**config.mk**
```make
export PLATFORM = sky130hd
export DESIGN_NAME = debouncer
export DESIGN_NICKNAME = d
export VERILOG_FILES = /design/src/rtl/debouncer_pkg.sv /design/src/rtl/debouncer_sync_ff.sv /design/src/rtl/debouncer.sv
export SDC_FILE = /design/constraint.sdc
export NUM_CORES = 1
export LEC_CHECK = 0
export CORE_AREA = 2 2 39 41
export DETAILED_ROUTE_END_ITERATION = 12
export DIE_AREA = 0 0 41 43
export SYNTH_ARGS = -nofsm -noshare
export SYNTH_HDL_FRONTEND = slang
export SYNTH_SLANG_ARGS = --single-unit
export TNS_END_PERCENT = 1
```
**constraint.sdc**
```tcl
create_clock -name clk -period 1.25 [get_ports clk]
set_clock_uncertainty 0.1 [all_clocks]
set_input_delay 0.25 -clock clk [delete_from_list [all_inputs] [get_ports clk]]
set_output_delay 0.25 -clock clk [all_outputs]
set_load 0.02 [all_outputs]
```
**src/rtl/debouncer_pkg.sv**
```systemverilog
// Shared constants for the push-button debouncer: parameter defaults and
// the width rule for the consecutive-sample counter.
`timescale 1ns/1ps

package debouncer_pkg;

  localparam int SAMPLES_DEFAULT     = 3;
  localparam int SYNC_STAGES_DEFAULT = 2;

  // Counter must hold every value 0..samples, so it needs ceil(log2(samples+1)) bits.
  function automatic int cnt_width(input int samples);
    return $clog2(samples + 1);
  endfunction

  localparam int CNT_W_DEFAULT = cnt_width(SAMPLES_DEFAULT);

endpackage : debouncer_pkg

```
**src/rtl/debouncer_sync_ff.sv**
```systemverilog
// sync_ff: DEPTH-deep flip-flop chain that brings an asynchronous level into
// the clk domain. All stages clear on synchronous reset.
`timescale 1ns/1ps

module sync_ff #(
  parameter int DEPTH = 2
) (
  input  logic clk,
  input  logic rst,
  input  logic d,
  output logic q
);

  logic [DEPTH-1:0] stage_q;
  logic [DEPTH-1:0] stage_d;

  // Next state: shift the raw input into the bottom of the chain.
  always_comb begin
    stage_d = {stage_q[DEPTH-2:0], d};
  end

  // Chain registers, cleared while rst is high.
  always_ff @(posedge clk) begin
    if (rst) begin
      stage_q <= '0;
    end else begin
      stage_q <= stage_d;
    end
  end

  assign q = stage_q[DEPTH-1];

endmodule : sync_ff

```
**src/rtl/debouncer.sv**
```systemverilog
// debouncer: samples a bouncing button on each rising edge of a slow,
// asynchronous 100 Hz reference and only changes btnR after SAMPLES
// consecutive samples disagree with it. Both inputs are synchronized first.
// Optional feature macro: DEBOUNCER_PULSE_EN adds btnR_pulse, a one-clk
// strobe the cycle after btnR rises.
`timescale 1ns/1ps

module debouncer
  import debouncer_pkg::*;
#(
  parameter int SAMPLES     = SAMPLES_DEFAULT,
  parameter int SYNC_STAGES = SYNC_STAGES_DEFAULT
) (
  input  logic clk,
  input  logic rst,
  input  logic hundredHz,
  input  logic resetButton,
  output logic btnR
`ifdef DEBOUNCER_PULSE_EN
  ,
  output logic btnR_pulse
`endif
);

  localparam int CW = cnt_width(SAMPLES);

  logic          hz_sync_s;
  logic          btn_sync_s;

  logic          hz_prev_q;
  logic          hz_prev_d;
  logic          tick_q;
  logic          tick_d;
  logic [CW-1:0] cnt_q;
  logic [CW-1:0] cnt_d;
  logic          btnR_q;
  logic          btnR_d;

  sync_ff #(.DEPTH(SYNC_STAGES)) u_sync_hz (
    .clk (clk),
    .rst (rst),
    .d   (hundredHz),
    .q   (hz_sync_s)
  );

  sync_ff #(.DEPTH(SYNC_STAGES)) u_sync_btn (
    .clk (clk),
    .rst (rst),
    .d   (resetButton),
    .q   (btn_sync_s)
  );

  // Rising-edge detect on the synchronized reference; tick is registered so it
  // appears the cycle after the 0->1 is seen.
  always_comb begin
    hz_prev_d = hz_sync_s;
    tick_d    = hz_sync_s & ~hz_prev_q;
  end

  // Debounce decision: count consecutive disagreeing samples, toggle on the SAMPLES-th.
  always_comb begin
    cnt_d  = cnt_q;
    btnR_d = btnR_q;
    if (tick_q) begin
      if (btn_sync_s != btnR_q) begin
        if (cnt_q >= CW'(SAMPLES - 1)) begin
          btnR_d = ~btnR_q;
          cnt_d  = '0;
        end else begin
          cnt_d  = cnt_q + CW'(1);
        end
      end else begin
        cnt_d = '0;
      end
    end else begin
      cnt_d  = cnt_q;
      btnR_d = btnR_q;
    end
  end

  // Edge-detect, tick, counter and output registers.
  always_ff @(posedge clk) begin
    if (rst) begin
      hz_prev_q <= 1'b0;
      tick_q    <= 1'b0;
      cnt_q     <= '0;
      btnR_q    <= 1'b0;
    end else begin
      hz_prev_q <= hz_prev_d;
      tick_q    <= tick_d;
      cnt_q     <= cnt_d;
      btnR_q    <= btnR_d;
    end
  end

  assign btnR = btnR_q;

`ifdef DEBOUNCER_PULSE_EN
  logic btnR_prev_q;
  logic btnR_prev_d;
  logic pulse_q;
  logic pulse_d;

  // Rise detect on the registered output; strobe lands one clk after btnR rises.
  always_comb begin
    btnR_prev_d = btnR_q;
    pulse_d     = btnR_q & ~btnR_prev_q;
  end

  // Pulse registers.
  always_ff @(posedge clk) begin
    if (rst) begin
      btnR_prev_q <= 1'b0;
      pulse_q     <= 1'b0;
    end else begin
      btnR_prev_q <= btnR_prev_d;
      pulse_q     <= pulse_d;
    end
  end

  assign btnR_pulse = pulse_q;
`endif

endmodule : debouncer

```
* After elaboration in Yosys (flattened, before gate mapping)
Cells that the tools add are included.
** Cells by class
- $add $sub $neg :: 1
- Magnitude comparators :: 1
- Eq/ne operators :: 1
- Multiplexer cells :: 2
- Bitwise logic cells :: 3
- Reductions and logical operators :: 1
** Operators with widths (number)
- 2-to-1 mux 2 bit :: 2
- AND reduction 3 bit :: 1
- adder 2 x 1 -> 2 bit, second input constant :: 1
- >= comparator 2 bit, second input constant :: 1
- inverter 1 bit :: 2
- bitwise AND 1 bit :: 1
- != test 1 bit :: 1
** Storage, ports and cells
- Register bits :: 9
- Input port bits :: 4
- Output and inout port bits :: 1
- Word-level logic and storage cells :: 15

* Depth between registers and ports, before layout
- Word-level depth :: 3
- Mapped depth :: 3
- Mapped depth without buffers :: 2

* Hierarchy
From an unflattened synthesis, not the netlist that was laid out.
** Unflattened totals
- Cells, all modules :: 25
- Area total of the unflattened synthesis :: 290.3 µm²
** By module, submodules not included
- debouncer :: times used 1, cells each 17, area each 185.2 µm², seq. area each 100.1 µm²
- sync_ff :: times used 2, cells each 4, area each 52.6 µm², seq. area each 40.0 µm²

* Worst setup path before layout
No wires, ideal clock.
- Path type :: input-to-reg
- Start point :: input port rst
- End point :: register cnt_q[0]
- Setup time :: 0.092 ns
- Data arrival time :: 0.905 ns
- Required time :: 1.058 ns
- Path slack :: 0.153 ns
- Cell stages on the path :: 3
- Buffers on the path :: 1
- Path through :: buf_6 or4b_1 o32ai_1
** RTL lines
- start: declaration :: line debouncer.sv:15 : input logic rst,
- end signal: assignment :: line debouncer.sv:91 : cnt_q <= cnt_d;
- end: declaration :: line debouncer.sv:34 : logic [CW-1:0] cnt_q;

* Final worst setup path
- Start point :: register cnt_q[1]
- End point :: register cnt_q[0]
** On the way
- Word-level cells in the longest chain between the ends :: 3
** Ends and longest elaborated chain
- >= comparator 2 bit :: line debouncer.sv:66 : if (cnt_q >= CW'(SAMPLES - 1)) begin
- 2-to-1 mux 2 bit :: line debouncer.sv:66
- 2-to-1 mux 2 bit :: line debouncer.sv:65 : if (btn_sync_s != btnR_q) begin
No other way between the ends.
A chain may end at the register's enable or synchronous reset.

==> flow_summary.toml <==
[global_route]
gr-total-overflow = 0
largest_net_degree_at_the_start_of_global_routing = 6
first_global_vias = 189
antenna_found_initial = 0
global_route.usage.total_pct = 5.95
global_route_wire_length_before_repair_um = 717

[routing]
vias = 205
viasPerCell = 3.87
postRouteAntennaNets = 0
avgRoutedWirePerCell_um = 7.06
detail_route.drc_violations = 0
detailedRoute.firstIterationViolations = 4
routed_wl_um = 374
drt-pass1-iter-count = 3

[cells_and_area]
fillCellCount = 139
insertedDiodeCount = 0
drive_gt1_share_pct = 24.3
area_growth_syn_to_layout_pct = 34.0
register_area_um2 = 180
layout.cells.most_common_list = "sky130_fd_sc_hd__dfxtp_1 (9), sky130_fd_sc_hd__nor2b_1 (6), sky130_fd_sc_hd__buf_4 (4)"
summed_area_of_non_filler_cells_in_the_final_layout_um2 = 404
finalNetCount = 42
layout.cells.most_common = "sky130_fd_sc_hd__dfxtp_1"
multi_input_comb_area_um2 = 106

[synthesis]
synth_cells = 26
synthesis.yosys.warnings = 0
post_synth_instance_area_um2 = 302
synth_area_per_cell_um2 = 11.6
synth.yosys.seq_area_share_pct = 59.8
synth-seq-cells = 9
distinct_cell_type_count_after_synthesis = 13
syn_nets = 30

[critical_path]
critPathLaunchType = "flop"
crit_fanout = 5
worst_path_required_ns = 1.30
cpMaxStageDelayCell = "sky130_fd_sc_hd__or4b_1"
path_depth = 2
wp_buf_inv = 0
crit_family = "simple AND/OR/NAND/NOR gates"
timing.critical_path.slowest_cell_delay_ns = 0.50
critical_path.cell_chain = "or4b_1, o32ai_1"
reg2reg_slack_ns = 0.10
crit_path_start = "cnt_q[1]"
cp.arrival_ns = 1.20
worst_r2r_path_depth = 2
worst_r2r_startpoint = "cnt_q[1]"
timing_worst_setup_path_type = "flop to flop"
worst_setup_path_end_kind = "flop"

[worst_hold_path]
whs_path_depth = 3
hp-class = "input port to flop"
holdCritStartpoint = "rst"

[sta]
final_setup_violation_count = 0
total_negative_slack_ns = 0
fmax_mhz = 872
timing.final.crit_share_pct = 91.8
max_slew_margin_pct = 83.3
min_period_ns = 1.15
hold_viol_final = 0
timing_max_transition_violations_final = 0
actual_transition_at_the_worst_max_transition_pin_ns = 0.247
grt_setup_unrepaired = "no"

[pwr]
seq_power_share_pct = 55.6
vdd_ir_drop_max_mv = 0.568
comb_power_share_pct = 5.0
netSwitchingFraction_pct = 18.6
power.share.clock_pct = 39.4
cell_internal_pwr_w = 0.000435
power_density_nw_per_um2 = 1320
switchingPower_w = 0.0000994
power_leakage_nw = 0.161

[place]
port-buffer-count = 4
place_area_um2 = 380
hpwl_after_detailed_placement_um = 298
place_congestion = 0.708

[floorplanning]
pin_count = 5
dieHeight_um = 43
die_w_um = 41
die_area_um2 = 1760
core-area_um2 = 1380
initial_utilization_pct = 21.8
placement_rows = 14

[clocking]
clkLatencyLatePin_ns = 0.25
tritoncts_num_sinks = 9
cts.root.buffer_cell = "sky130_fd_sc_hd__clkbuf_4"
cts.clk_slew.worst_paths_ns = 0.06
htree_num_levels = 1
cts-buffers-inserted = 3
holdBufCountCts = 0
clk_path_buf_depth = 2
cts_post_setup_buffers_inserted = 0
tritoncts_clock_tree = "built"

[status]
run_status = "complete, no violations"

[run]
maxCapViolCount = 0
==> through the flow <==
step	total power, W	hold slack, ns	util, %	worst slack, ns	cells
final	0.000534	0.225	29.2	0.103	53
after global routing	0.000566	0.252	29.2	0.0402	53
after CTS	0.000552	0.292	29.4	0.00438	53
after detailed placement	0.000331	0.284	27.5	-0.224	49
after global placement	0.000331	0.279	27.5	-0.217	49
after floorplan	0.000317	0.267	-	0.153	26
==> cell type report <==
class	count	share of cell area (%)
tap	16	4.95
timing repair buffer	8	16.7
clock buffer	4	6.50
inverter	1	0.929
sequential	9	44.6
multi-input combinational	15	26.3
==> flip-flops by register name, summed over array words and instances (netlist names) <==
signal / cells
u_sync_hz.stage_q: 2
u_sync_btn.stage_q: 2
hz_prev_q: 1
cnt_q: 2
tick_q: 1
btnR: 1
==> metal layers <==
layer	track usage, %	vias up	part of all wire (%)	routed length (um)
met3	1.57	0	3.5	13
met5	0	-	0	0
met4	4.00	0	0	0
met1	8.82	90	50	187
li1	-	111	-	-
met2	7.19	4	47	174
==> power by group through the flow <==
stage	clock (W)	sequential, W	combinational, W
2_1_floorplan	0	0.000303	0.0000133
3_3_place_gp	0	0.000304	0.0000270
5_1_grt	0.000239	0.000298	0.0000293
6_report	0.000211	0.000297	0.0000265
3_5_place_dp	0	0.000304	0.0000272
4_1_cts	0.000227	0.000297	0.0000273
==> logic make-up after synthesis <==
group | share of synthesized area (%)
AO/OA/AOI/OAI | 10.8
XOR/XNOR | 2.91
buffers and inverters | 4.98
AND/OR/NAND/NOR | 21.6
flip-flops | 59.8
==> cell usage after synthesis (all sizes together) <==
| cell | instances | area share (%) |
|---|---|---|
| xnor2 | 1 | 2.9 |
| buf | 1 | 3.7 |
| inv | 1 | 1.2 |
| a21oi | 1 | 1.7 |
| nand2 | 1 | 1.2 |
| dfxtp | 9 | 60 |
| or4b | 1 | 3.3 |
| nand3 | 1 | 1.7 |
| nor2b | 6 | 12 |
| or3b | 1 | 2.9 |
| a21bo | 1 | 3.3 |
| o32ai | 1 | 2.9 |
| o41ai | 1 | 2.9 |
==> worst register-to-register path, cell delays in order, from the launching register on <==
cell and delay, ns:
sky130_fd_sc_hd__dfxtp_1 0.34, sky130_fd_sc_hd__or4b_1 0.50, sky130_fd_sc_hd__o32ai_1 0.12
==> worst paths after layout <==
check / endpoint
max: cnt_q[0]
min: btnR
max reg2reg: cnt_q[0]
min reg2reg: tick_q
==> timing repair <==
action,CTS,global route
endpoints found under the setup margin,1,2
gates resized for setup,2,2
hold endpoints to repair,0,0
No activity file was read; power rests on OpenSTA's default activity.
